### config.mk
export PLATFORM = sky130hd
export DESIGN_NAME = adc_scan_sequencer_flat
export DESIGN_NICKNAME = d
export VERILOG_FILES = /design/src/rtl/adc_scan_sequencer_if.sv /design/src/rtl/adc_scan_sequencer.sv /design/src/flat_wrapper.sv
export SDC_FILE = /design/constraint.sdc
export NUM_CORES = 1
export LEC_CHECK = 0
export BUFFER_PORTS_ARGS = -buffer_cell sky130_fd_sc_hd__buf_2
export CORE_UTILIZATION = 35
export DETAILED_ROUTE_END_ITERATION = 10
export GPL_ROUTABILITY_DRIVEN = 1
export PLACE_DENSITY = 0.57
export SYNTH_ARGS = -nofsm -noshare
export SYNTH_HDL_FRONTEND = slang
export SYNTH_SLANG_ARGS = --single-unit
### constraint.sdc
create_clock -name i_sys_clk -period 2.3 [get_ports i_sys_clk]
set_input_delay 0.23 -clock i_sys_clk [delete_from_list [all_inputs] [get_ports i_sys_clk]]
set_output_delay 0.23 -clock i_sys_clk [all_outputs]
set_load 0.005 [all_outputs]
### src/rtl/adc_scan_sequencer_if.sv
// -----------------------------------------------------------------------------
// adc_scan_sequencer_if
// Bundles every signal between the ADC scan sequencer and the rest of the
// system: the scan controls from the toplevel, the frame handshake with the
// SPI master, and the tagged-sample and status outputs.
//
// Signal names carry the direction as seen from the sequencer.
//   i_start        1   level; 1 = scan, 0 = stop after the current frame
//   i_ch_mask      4   channel enable bits; bit n set = channel n scanned
//   i_fin          1   one-cycle frame-end pulse from the SPI master
//   i_data_miso    16  SPI master result, valid with i_fin
//   o_ena          1   SPI master enable, high for exactly one frame
//   o_data_mosi    16  ADC command word for the frame
//   o_sample_data  16  captured result
//   o_sample_ch    2   channel o_sample_data belongs to
//   o_sample_valid 1   one-cycle pulse when a tagged sample is ready
//   o_busy         1   high in every state except IDLE
//   o_overrun_err  1   sticky: a period tick fell while a frame was in flight
//   o_timeout_err  1   sticky: FIN was not seen within TIMEOUT cycles
//
// Modports: master = the sequencer, slave = the SPI master / toplevel side.
// -----------------------------------------------------------------------------
interface adc_scan_sequencer_if;
    logic        i_start;
    logic [3:0]  i_ch_mask;
    logic        i_fin;
    logic [15:0] i_data_miso;
    logic        o_ena;
    logic [15:0] o_data_mosi;
    logic [15:0] o_sample_data;
    logic [1:0]  o_sample_ch;
    logic        o_sample_valid;
    logic        o_busy;
    logic        o_overrun_err;
    logic        o_timeout_err;

    modport master (
        input  i_start, i_ch_mask, i_fin, i_data_miso,
        output o_ena, o_data_mosi, o_sample_data, o_sample_ch,
               o_sample_valid, o_busy, o_overrun_err, o_timeout_err
    );

    modport slave (
        output i_start, i_ch_mask, i_fin, i_data_miso,
        input  o_ena, o_data_mosi, o_sample_data, o_sample_ch,
               o_sample_valid, o_busy, o_overrun_err, o_timeout_err
    );
endinterface

### src/rtl/adc_scan_sequencer.sv
// -----------------------------------------------------------------------------
// adc_scan_sequencer
// Launches one SPI ADC frame every PERIOD clocks, cycling round-robin over the
// channels enabled in i_ch_mask. The ADC is pipelined: the result returned at
// the end of a frame belongs to the channel commanded in the previous frame,
// so results are re-tagged with that earlier channel before being emitted.
//
// Ports
//   i_sys_clk  system clock
//   i_rst      synchronous reset, active-high
//   io_bus     adc_scan_sequencer_if.master (controls, SPI handshake, samples,
//              status flags; see the interface file)
//
// Parameters
//   PERIOD      clocks between frame launches (>= 4)
//   GAP_CYCLES  minimum ENA-low clocks after FIN before the next launch (>= 1)
//   TIMEOUT     maximum ENA-high clocks without FIN before the frame aborts
// -----------------------------------------------------------------------------
module adc_scan_sequencer #(
    parameter int PERIOD     = 128,
    parameter int GAP_CYCLES = 2,
    parameter int TIMEOUT    = 1024
) (
    input  logic                  i_sys_clk,
    input  logic                  i_rst,
    adc_scan_sequencer_if.master  io_bus
);

    localparam int PCW = $clog2(PERIOD);
    localparam int XCW = $clog2(TIMEOUT + 1);
    localparam int GCW = $clog2(GAP_CYCLES + 1);

    typedef enum logic [1:0] {S_IDLE, S_ARM, S_XFER, S_GAP} state_t;

    // Single-ended, internal reference, channel in bits [8:7].
    function automatic logic [15:0] cmd_word(input logic [1:0] ch);
        return {4'b0001, 1'b1, 2'b00, ch, 7'b1000000};
    endfunction

    function automatic logic [1:0] lowest_ch(input logic [3:0] mask);
        if (mask[0])      return 2'd0;
        else if (mask[1]) return 2'd1;
        else if (mask[2]) return 2'd2;
        else              return 2'd3;
    endfunction

    // First set bit strictly after cur, wrapping; offset 4 (== 0 in two bits)
    // lands back on cur, so a single-bit mask repeats its channel. Smaller
    // offsets are evaluated later and win. An empty mask leaves cur unchanged.
    function automatic logic [1:0] next_ch(input logic [3:0] mask,
                                           input logic [1:0] cur);
        logic [1:0] cand;
        logic [1:0] res;
        res = cur;
        for (int off = 4; off >= 1; off--) begin
            cand = cur + 2'(off);
            if (mask[cand]) res = cand;
        end
        return res;
    endfunction

    state_t           r_state;
    logic [PCW-1:0]   r_pcnt;
    logic [XCW-1:0]   r_xcnt;
    logic [GCW-1:0]   r_gcnt;
    logic [1:0]       r_cur_ch;
    logic [1:0]       r_prev_ch;
    logic             r_prev_valid;
    logic             r_ena;
    logic [15:0]      r_data_mosi;
    logic [15:0]      r_sample_data;
    logic [1:0]       r_sample_ch;
    logic             r_sample_valid;
    logic             r_busy;
    logic             r_overrun_err;
    logic             r_timeout_err;

    logic             w_tick;
    logic             w_scan_req;

    assign w_tick     = (r_pcnt == '0);
    assign w_scan_req = io_bus.i_start && (io_bus.i_ch_mask != 4'b0000);

    // NOTE: every register, state included, is cleared inside the clocked
    // block on i_rst, so a reset mid-frame drops ENA on the very next edge.
    // NOTE: sequential state uses non-blocking assignments only, so the order
    // of statements below never changes which value another branch reads.
    always_ff @(posedge i_sys_clk) begin
        if (i_rst) begin
            r_state        <= S_IDLE;
            r_pcnt         <= '0;
            r_xcnt         <= '0;
            r_gcnt         <= '0;
            r_cur_ch       <= 2'd0;
            r_prev_ch      <= 2'd0;
            r_prev_valid   <= 1'b0;
            r_ena          <= 1'b0;
            r_data_mosi    <= cmd_word(2'd0);
            r_sample_data  <= '0;
            r_sample_ch    <= 2'd0;
            r_sample_valid <= 1'b0;
            r_busy         <= 1'b0;
            r_overrun_err  <= 1'b0;
            r_timeout_err  <= 1'b0;
        end else begin
            r_sample_valid <= 1'b0;

            // Launch grid runs freely whenever a scan is active.
            if (r_state != S_IDLE)
                r_pcnt <= (r_pcnt == PCW'(PERIOD - 1)) ? '0 : r_pcnt + PCW'(1);

            unique case (r_state)
                S_IDLE: begin
                    if (w_scan_req) begin
                        r_state      <= S_ARM;
                        r_pcnt       <= '0;
                        r_cur_ch     <= lowest_ch(io_bus.i_ch_mask);
                        r_prev_valid <= 1'b0;
                        r_busy       <= 1'b1;
                    end
                end

                S_ARM: begin
                    if (!io_bus.i_start) begin
                        r_state <= S_IDLE;
                        r_busy  <= 1'b0;
                    end else if (w_tick) begin
                        r_state     <= S_XFER;
                        r_ena       <= 1'b1;
                        r_data_mosi <= cmd_word(r_cur_ch);
                        r_xcnt      <= '0;
                    end
                end

                S_XFER: begin
                    // A tick that lands inside a frame is lost; ARM waits
                    // for the following one.
                    if (w_tick) r_overrun_err <= 1'b1;

                    if (io_bus.i_fin) begin
                        if (r_prev_valid) begin
                            r_sample_data  <= io_bus.i_data_miso;
                            r_sample_ch    <= r_prev_ch;
                            r_sample_valid <= 1'b1;
                        end
                        r_prev_ch    <= r_cur_ch;
                        r_prev_valid <= 1'b1;
                        r_cur_ch     <= next_ch(io_bus.i_ch_mask, r_cur_ch);
                        r_ena        <= 1'b0;
                        r_gcnt       <= '0;
                        r_state      <= S_GAP;
                    end else if (r_xcnt == XCW'(TIMEOUT - 1)) begin
                        // Pipeline content is unknown after an abort, so the
                        // next result must not be tagged; channel is retried.
                        r_timeout_err <= 1'b1;
                        r_prev_valid  <= 1'b0;
                        r_ena         <= 1'b0;
                        r_gcnt        <= '0;
                        r_state       <= S_GAP;
                    end else begin
                        r_xcnt <= r_xcnt + XCW'(1);
                    end
                end

                S_GAP: begin
                    if (w_tick) r_overrun_err <= 1'b1;

                    if (r_gcnt == GCW'(GAP_CYCLES - 1)) begin
                        if (w_scan_req) begin
                            r_state <= S_ARM;
                        end else begin
                            r_state <= S_IDLE;
                            r_busy  <= 1'b0;
                        end
                    end else begin
                        r_gcnt <= r_gcnt + GCW'(1);
                    end
                end

                default: begin
                    r_state <= S_IDLE;
                    r_busy  <= 1'b0;
                end
            endcase
        end
    end

    assign io_bus.o_ena          = r_ena;
    assign io_bus.o_data_mosi    = r_data_mosi;
    assign io_bus.o_sample_data  = r_sample_data;
    assign io_bus.o_sample_ch    = r_sample_ch;
    assign io_bus.o_sample_valid = r_sample_valid;
    assign io_bus.o_busy         = r_busy;
    assign io_bus.o_overrun_err  = r_overrun_err;
    assign io_bus.o_timeout_err  = r_timeout_err;

endmodule
### src/flat_wrapper.sv
// flat-port wrapper written by rule: the top's interface ports become plain ports
module adc_scan_sequencer_flat 
#(
    parameter int PERIOD     = 128,
    parameter int GAP_CYCLES = 2,
    parameter int TIMEOUT    = 1024
)
  (i_sys_clk, i_rst, io_bus_i_start, io_bus_i_ch_mask, io_bus_i_fin, io_bus_i_data_miso, io_bus_o_ena, io_bus_o_data_mosi, io_bus_o_sample_data, io_bus_o_sample_ch, io_bus_o_sample_valid, io_bus_o_busy, io_bus_o_overrun_err, io_bus_o_timeout_err);
  adc_scan_sequencer_if io_bus_i ();
  input  logic i_sys_clk;
  input  logic i_rst;
  input wire logic [$bits(io_bus_i.i_start)-1:0] io_bus_i_start;
  input wire logic [$bits(io_bus_i.i_ch_mask)-1:0] io_bus_i_ch_mask;
  input wire logic [$bits(io_bus_i.i_fin)-1:0] io_bus_i_fin;
  input wire logic [$bits(io_bus_i.i_data_miso)-1:0] io_bus_i_data_miso;
  output wire logic [$bits(io_bus_i.o_ena)-1:0] io_bus_o_ena;
  output wire logic [$bits(io_bus_i.o_data_mosi)-1:0] io_bus_o_data_mosi;
  output wire logic [$bits(io_bus_i.o_sample_data)-1:0] io_bus_o_sample_data;
  output wire logic [$bits(io_bus_i.o_sample_ch)-1:0] io_bus_o_sample_ch;
  output wire logic [$bits(io_bus_i.o_sample_valid)-1:0] io_bus_o_sample_valid;
  output wire logic [$bits(io_bus_i.o_busy)-1:0] io_bus_o_busy;
  output wire logic [$bits(io_bus_i.o_overrun_err)-1:0] io_bus_o_overrun_err;
  output wire logic [$bits(io_bus_i.o_timeout_err)-1:0] io_bus_o_timeout_err;
  assign io_bus_i.i_start = io_bus_i_start;
  assign io_bus_i.i_ch_mask = io_bus_i_ch_mask;
  assign io_bus_i.i_fin = io_bus_i_fin;
  assign io_bus_i.i_data_miso = io_bus_i_data_miso;
  assign io_bus_o_ena = io_bus_i.o_ena;
  assign io_bus_o_data_mosi = io_bus_i.o_data_mosi;
  assign io_bus_o_sample_data = io_bus_i.o_sample_data;
  assign io_bus_o_sample_ch = io_bus_i.o_sample_ch;
  assign io_bus_o_sample_valid = io_bus_i.o_sample_valid;
  assign io_bus_o_busy = io_bus_i.o_busy;
  assign io_bus_o_overrun_err = io_bus_i.o_overrun_err;
  assign io_bus_o_timeout_err = io_bus_i.o_timeout_err;
  adc_scan_sequencer #(.PERIOD(PERIOD), .GAP_CYCLES(GAP_CYCLES), .TIMEOUT(TIMEOUT)) u_core (.i_sys_clk(i_sys_clk), .i_rst(i_rst), .io_bus(io_bus_i));
endmodule
==> results of run 1 <==
==> registers in the layout, summed over array words and instances (netlist names), 2 cells and up, named ones only <==
register                     count
u_core.io_bus.o_sample_ch        2
u_core.io_bus.o_sample_data     16
u_core.io_bus.o_data_mosi        2
u_core.r_cur_ch                  2
u_core.r_gcnt                    2
u_core.r_prev_ch                 2
u_core.r_pcnt                    7
u_core.r_xcnt                   11
==> cells in the mapped netlist (all sizes together) (3+ instances only) <==
library cell  count
nand2            61
nor3             12
nor2b             5
clkbuf            6
dfxtp            52
nand3             9
nand2b            6
a21oi            38
o21ai            17
nand4             3
o31ai             5
ha                4
buf              25
nor2             18
a31oi            12
a41oi             4
inv               9
==> how the worst max path moves through the flow <==
stage                            startpoint                               to  slack [ns]
after floorplan            u_core.r_xcnt[0]                 u_core.r_xcnt[2]        0.81
after global placement    u_core.r_state[0]   u_core.io_bus.o_sample_data[9]        0.51
after detailed placement  u_core.r_state[0]   u_core.io_bus.o_sample_data[7]        0.46
after CTS                 u_core.r_state[0]   u_core.io_bus.o_sample_data[7]        0.44
after global routing      u_core.r_state[0]   u_core.io_bus.o_sample_data[0]        0.26
final                     u_core.r_state[0]  u_core.io_bus.o_sample_data[15]        0.46
==> metal layers <==
metal  track usage (%)  up-vias  part of all wire (%)  wire length (microns)
met4              5.65        0                   1.3                     83
met3              2.62        7                   2.6                    164
li1                  -     1233                     -                      -
met2              27.4       39                    50                   3120
met5                 0        -                     0                      0
met1              19.9     1135                    47                   2930
==> cell families after synthesis <==
group | Yosys count | share of synthesized area (%)
muxes | 3 | 1.15
other | 2 | 0.277
xor gates and xnor gates | 1 | 0.323
AOI/OAI and AO/OA | 96 | 23.8
DFF | 52 | 38.4
and+or+nand+nor | 132 | 25.0
buffers and inverters | 40 | 9.28
adders and majority gates | 4 | 1.85
==> stage by stage <==
stage / hold slack, ns / cell area [sq um] / total power [mW]
final: 0.141 / 3020 / 1.72
after global routing: 0.136 / 3020 / 1.81
after CTS: 0.133 / 3020 / 1.74
after detailed placement: 0.445 / 2930 / 1.21
after global placement: 0.440 / 2930 / 1.21
after floorplan: 0.366 / 2760 / 1.16
==> power by group <==
group	internal (mW)	leakage, nW	switching, mW	total (mW)
clock	0.217	0.0414	0.310	0.527
combinational	0.0926	0.713	0.150	0.242
sequential	0.920	0.420	0.0295	0.950
total	1.23	1.17	0.489	1.72
==> worst max-delay path: stages, from the launching register on <==
cell and delay [ns]:
sky130_fd_sc_hd__dfxtp_1 0.46, sky130_fd_sc_hd__and3b_1 0.45, sky130_fd_sc_hd__and2_1 0.59, sky130_fd_sc_hd__nand2_1 0.12
sky130_fd_sc_hd__a21oi_1 0.15
==> cell type report <==
cell class | instances | area share, %
clock inverters | 2 | 0.538
flip-flops and latches | 52 | 34.5
inverters | 9 | 1.12
clock buffers | 6 | 2.40
repair buffers | 52 | 8.94
well taps | 99 | 4.10
multi-input cells | 250 | 48.4
==> results by group, run 1 <==
Yosys
  – Sequential area share after synthesis: 38.4%
  – Dominant cell type by area after synthesis: sky130_fd_sc_hd__dfxtp_1
  – Yosys Warn Count: 0
  – Fraction of synthesis flops using an asynchronous set or reset pin: 0%
  – Netlist Area Pre-Place: 2710 sq um
  – Main synth FF type: sky130_fd_sc_hd__dfxtp_1
  – Number of cells produced by synthesis: 330
  – Count of different cell masters after synthesis: 62
  – Mean cell area of the mapped netlist: 8.22 sq um
  – Flop and latch count out of synthesis: 52
  – Area share of the leading cell type in the synthesized netlist: 38.4%
  – Largest cells by area after synthesis: sky130_fd_sc_hd__dfxtp_1 38%, sky130_fd_sc_hd__nand2_1 8.3%, sky130_fd_sc_hd__a21oi_1 7.0%, sky130_fd_sc_hd__buf_4 5.3%, sky130_fd_sc_hd__o21ai_0 3.1%
  – Count of flip-flops with a built-in enable after synthesis: 0

Cells and area
  – Fraction of layout instances using a drive strength above 1: a little over a fifth
  – Layout overhead on the synthesized area: 11.4%
  – Filler instances: 806
  – Sequential cell area: 1040 sq um
  – Count of antenna diodes in the layout: 0
  – Core occupancy in the finished layout: about 41%
  – Multi-input gate area: 1460 sq um
  – Final layout net count: 398
  – Most frequent cells in the layout: 60 x sky130_fd_sc_hd__nand2_1, 52 x sky130_fd_sc_hd__dfxtp_1, 48 x sky130_fd_sc_hd__buf_2, 38 x sky130_fd_sc_hd__a21oi_1, 17 x sky130_fd_sc_hd__o21ai_0
  – Final cell count without fillers: 470
  – Most frequent standard cell in the layout excluding fill and tap cells: sky130_fd_sc_hd__nand2_1

Global route
  – GRT overflow: 0
  – Number of global-route vias before repair: roughly 2300
  – First-pass GRT wire length: 10700 microns
  – Overall fraction of global-route tracks in use: about 16%
  – Antenna violations before repair: 0
  – Pin count of the biggest net entering global routing: 24

Drt
  – Total detailed-routing wirelength: 6300 microns
  – Mean routed wirelength per cell: 13.4 microns
  – Total vias in the final route: ~2400
  – Drt drc: 0
  – First-pass DRT Iterations: 4
  – Post-DRT Antenna Nets: 0
  – Vias per cell: 5.14
  – Starting DRC count in detailed routing: 103

Setup path
  – Data required, critical path: 2.55 ns
  – Worst-case register-to-register setup slack: 0.46 ns
  – Terminus of the critical flop-to-flop path: u_core.io_bus.o_sample_data[15]
  – Maximum net fanout on the critical path: 18
  – Data arrival time of the critical path: 2.08 ns
  – Launching element type of the critical path: flop
  – Launch point of the worst reg-to-reg path: u_core.r_state[0]
  – Worst r2r path cells: 4
  – CP endpoint kind: flop
  – Type of the setup path with the least slack: flop to flop

Place
  – Number of placed cells counting well taps: approximately 460
  – GP Congestion: between 0.7 and 0.8
  – Count of port buffers added during placement: 48
  – DPL Wire Length: 4520 microns
  – Worst slack at placement: 0.463 ns

Timing
  – Fin Clk Skew: roughly 0.007 ns
  – Fin crit period: 1.84 ns
  – Slew @ Worst Pin: 0.634 ns
  – Crit share post-route: 79.8%
  – Final slew viol count: 0
  – Slew Limit Headroom: 57.7%
  – Final Hold Vio Count: 0
  – Final count of negative-setup-slack endpoints: 0
  – Maximum clock frequency: around 540 MHz
  – Fin Setup TNS: 0 ns
  – Final setup margin: between 0.4 and 0.5 ns
  – RSZ-0062 raised after global routing: false

Power
  – VDD IR-drop max: between 300 and 400 uV
  – Leakage: 1.17 nW
  – Power density normalized to cell area: 569 nW/um^2

Floorplanning
  – Die Height: 90.0 microns
  – Floorplan Core Area: 7370 sq um
  – Area of the die: 8100 sq um
  – Site row count: 31
  – Chip width: about 90 microns
  – Starting density of the core: 36.8%
  – Number of top-level pins: 63

Hold path
  – Worst hold path cell count: 3
  – Startpoint of the worst hold path: io_bus_i_data_miso[6]
  – Path category of the worst min-delay check: input pin to flop
  – Endpoint, Worst Hold: u_core.io_bus.o_sample_data[6]

Clock network
  – CTS clk-pin slew, worst paths: 0.10 ns
  – Cell chosen for the clock root: sky130_fd_sc_hd__clkbuf_8
  – Maximum count of clock buffers along a single path: 2
  – Number of clock sinks: 52
  – Number of buffers inserted by hold repair at cts: 0
  – CTS resizes: 0
  – Number of buffers inserted during clock tree synthesis: 5
  – Insertion delay to the later sink of the worst-skew pair: 0.31 ns
  – TritonCTS clock tree: done
  – Number of H-tree branching levels: 2
  – Postcts setup bufs: 0

Outcome
  – Status: finished, final reports clean

Run
  – Number of max-cap violations: 0
Note: power is estimated with default switching activity, not from simulation.
==> inputs of run 2 (changes only) <==
clock period = 1.7 ns   (was 2.3 ns; I/O delays follow)
==> run 2 against run 1 <==
Compared with the run above:
- clock-buffer cell count is 1 lower
- power grew 52%
- final area is 3.9% higher
- cell count rose by 1.3%
- worst hold slack worse by 0.045 ns
- largest cell class unchanged
==> results by group, run 2 (same netlist as run 1, synthesis figures left out) <==
Outcome
  – Status: finished, final reports clean

Timing
  – Slew @ Worst Pin: roughly 0.55 ns
  – Fin crit period: ~1.6 ns
  – Slew Limit Headroom: 62.9%
  – Final count of negative-setup-slack endpoints: 0
  – Final slew viol count: 0
  – Maximum clock frequency: roughly 630 MHz
  – Crit share post-route: between 90% and 100%
  – Fin Setup TNS: 0 ns
  – RSZ-0062 raised after global routing: false
  – Final Hold Vio Count: 0
  – Final setup margin: 0.117 ns
  – Fin Clk Skew: 0.00436 ns
  – Min Hold Slack: 0.0960 ns

Drt
  – Mean routed wirelength per cell: 13.0 microns
  – Starting DRC count in detailed routing: 89
  – Vias per cell: 5.12
  – Total vias in the final route: 2439
  – Post-DRT Antenna Nets: 0
  – Total detailed-routing wirelength: 6200 microns
  – First-pass DRT Iterations: 4
  – Drt drc: 0

Hold path
  – Worst hold path cell count: 3
  – Endpoint, Worst Hold: u_core.io_bus.o_sample_data[14]
  – Startpoint of the worst hold path: io_bus_i_data_miso[14]
  – Path category of the worst min-delay check: input pin to flop

Setup path
  – Data arrival time of the critical path: 1.78 ns
  – Type of the setup path with the least slack: flop to flop
  – Worst-case register-to-register setup slack: ~0.12 ns
  – Cells along the critical path: ha_1 -> nand4_2 -> nor3_2 -> o21ai_0 -> and3_1
  – Maximum net fanout on the critical path: 5
  – Terminus of the critical flop-to-flop path: u_core.io_bus.o_ena
  – Worst r2r path cells: 5
  – Launching element type of the critical path: flop
  – Launch point of the worst reg-to-reg path: u_core.r_xcnt[1]
  – Worst path slowest cell: sky130_fd_sc_hd__dfxtp_1
  – CP endpoint kind: flop
  – Data required, critical path: approximately 1.9 ns
  – Delay of the slowest cell on the worst path: ~0.38 ns

Global route
  – Global routing's busiest layer: met2
  – Antenna violations before repair: 0
  – Met1 Usage GRT: 19.7%
  – First-pass GRT wire length: 10600 microns
  – Met3 capacity usage during global routing: 2.62%
  – GRT overflow: 0
  – Number of global-route vias before repair: around 2300
  – Pin count of the biggest net entering global routing: 23
  – Met2 global-route usage: 27.4%
  – Overall fraction of global-route tracks in use: between 10% and 20%

Clock network
  – Number of H-tree branching levels: 2
  – Insertion delay to the later sink of the worst-skew pair: roughly 0.30 ns
  – Maximum count of clock buffers along a single path: 2
  – TritonCTS clock tree: done
  – Cell chosen for the clock root: sky130_fd_sc_hd__clkbuf_8
  – Number of buffers inserted during clock tree synthesis: 5
  – Number of buffers inserted by hold repair at cts: 0
  – Number of clock sinks: 52
  – CTS clk-pin slew, worst paths: 0.09 ns

Floorplanning
  – Chip width: 90.0 microns
  – Site row count: 31
  – Area of the die: roughly 8000 sq um
  – Starting density of the core: 36.8%
  – Die Height: 90.0 microns
  – Number of top-level pins: 63
  – Floorplan Core Area: approximately 7400 sq um

Cells and area
  – Max FFs per register: 16
  – Fraction of layout instances using a drive strength above 1: 22.8%
  – Most frequent standard cell in the layout excluding fill and tap cells: sky130_fd_sc_hd__nand2_1
  – Final layout net count: 405
  – Core occupancy in the finished layout: 42.6%
  – Most frequent cells in the layout: 60 x sky130_fd_sc_hd__nand2_1, 52 x sky130_fd_sc_hd__dfxtp_1, 48 x sky130_fd_sc_hd__buf_2, 38 x sky130_fd_sc_hd__a21oi_1, 17 x sky130_fd_sc_hd__o21ai_0
  – Finished layout cell area: 3140 sq um
  – Filler instances: 768
  – Layout overhead on the synthesized area: 15.8%
  – Final cell count without fillers: 476
  – Count of antenna diodes in the layout: 0

Power
  – Switching power as a share of total power: about 25%
  – VDD IR-drop max: 338 uV
  – Pint: 1.96 mW
  – Part of the power in registers: between 40% and 50%
  – Power density normalized to cell area: 830 nW/um^2
  – Total power draw: approximately 2.6 mW
  – Clock share of power: approximately 38%
  – Combinational fraction of design power: a little over an eighth
  – Net switching power: 0.641 mW
  – Leakage: between 1 and 1.5 nW

Run
  – Number of max-cap violations: 0

Place
  – Worst slack at placement: 0.0400 ns
  – Standard cell area after detailed placement: 2990 sq um
  – Count of port buffers added during placement: 48
  – Number of placed cells counting well taps: around 470
  – GP Congestion: about 0.81
  – DPL Wire Length: 4540 microns
-- run 2: cell count changes in the layout (fill, tap and decap cells not counted) --
cell,delta
sky130_fd_sc_hd__buf_4,+6
sky130_fd_sc_hd__bufinv_16,+2
sky130_fd_sc_hd__buf_12,+1
sky130_fd_sc_hd__clkbuf_1,-1
sky130_fd_sc_hd__clkinv_4,-1
sky130_fd_sc_hd__clkinvlp_4,-1
sky130_fd_sc_hd__nand4_2,-1
sky130_fd_sc_hd__nand4_4,+1
sky130_fd_sc_hd__nor3_1,-1
sky130_fd_sc_hd__nor3_2,+1
-- run 2: metal layers --
metal	routed length, microns	vias to the layer above	part of all wire, %
met5	0	-	0
met4	76	0	1.2
met3	146	6	2.4
met2	3060	50	49
met1	2920	1138	47
li1	-	1245	-
-- run 2: worst max-delay path: cells and delay by family (launching register included) --
family,cells,cell delay (ns)
compound gates,1,0.12
fa+ha+maj,1,0.25
flops,1,0.38
simple gates,3,0.73
-- run 2: worst max-delay path by stage --
stage,startpoint,endpoint,slack [ns]
after global routing,u_core.r_xcnt[1],u_core.r_xcnt[0],0.02
after detailed placement,u_core.r_xcnt[1],u_core.io_bus.o_ena,0.04
after floorplan,u_core.r_xcnt[0],u_core.r_xcnt[2],0.21
after CTS,u_core.r_xcnt[1],u_core.io_bus.o_ena,0.02
final,u_core.r_xcnt[1],u_core.io_bus.o_ena,0.12
after global placement,u_core.r_xcnt[1],u_core.io_bus.o_ena,0.05
-- run 2: power by group through the flow --
stage | combinational [mW] | sequential (mW) | clock, mW
finish | 0.353 | 1.28 | 0.976
global route | 0.399 | 1.28 | 1.05
CTS | 0.347 | 1.28 | 1.01
detailed placement | 0.346 | 1.31 | 0
global placement | 0.344 | 1.30 | 0
floorplan | 0.277 | 1.29 | 0
-- run 2: what timing repair did --
| item | CTS | global route |
|---|---|---|
| buffers inserted | 0 | 1 |
| endpoints found under the setup margin | 0 | 12 |
| resized for setup | 0 | 2 |
-- run 2: cell type report --
type / instances / area, sq um / area share [%]
multi-input combinational: 250 / 1480 / 47.1
tap: 99 / 124 / 3.94
clock buffer: 5 / 68.8 / 2.19
sequential: 52 / 1040 / 33.1
inverter: 9 / 33.8 / 1.08
timing repair buffer: 59 / 335 / 10.7
clock inverter: 2 / 60.1 / 1.91
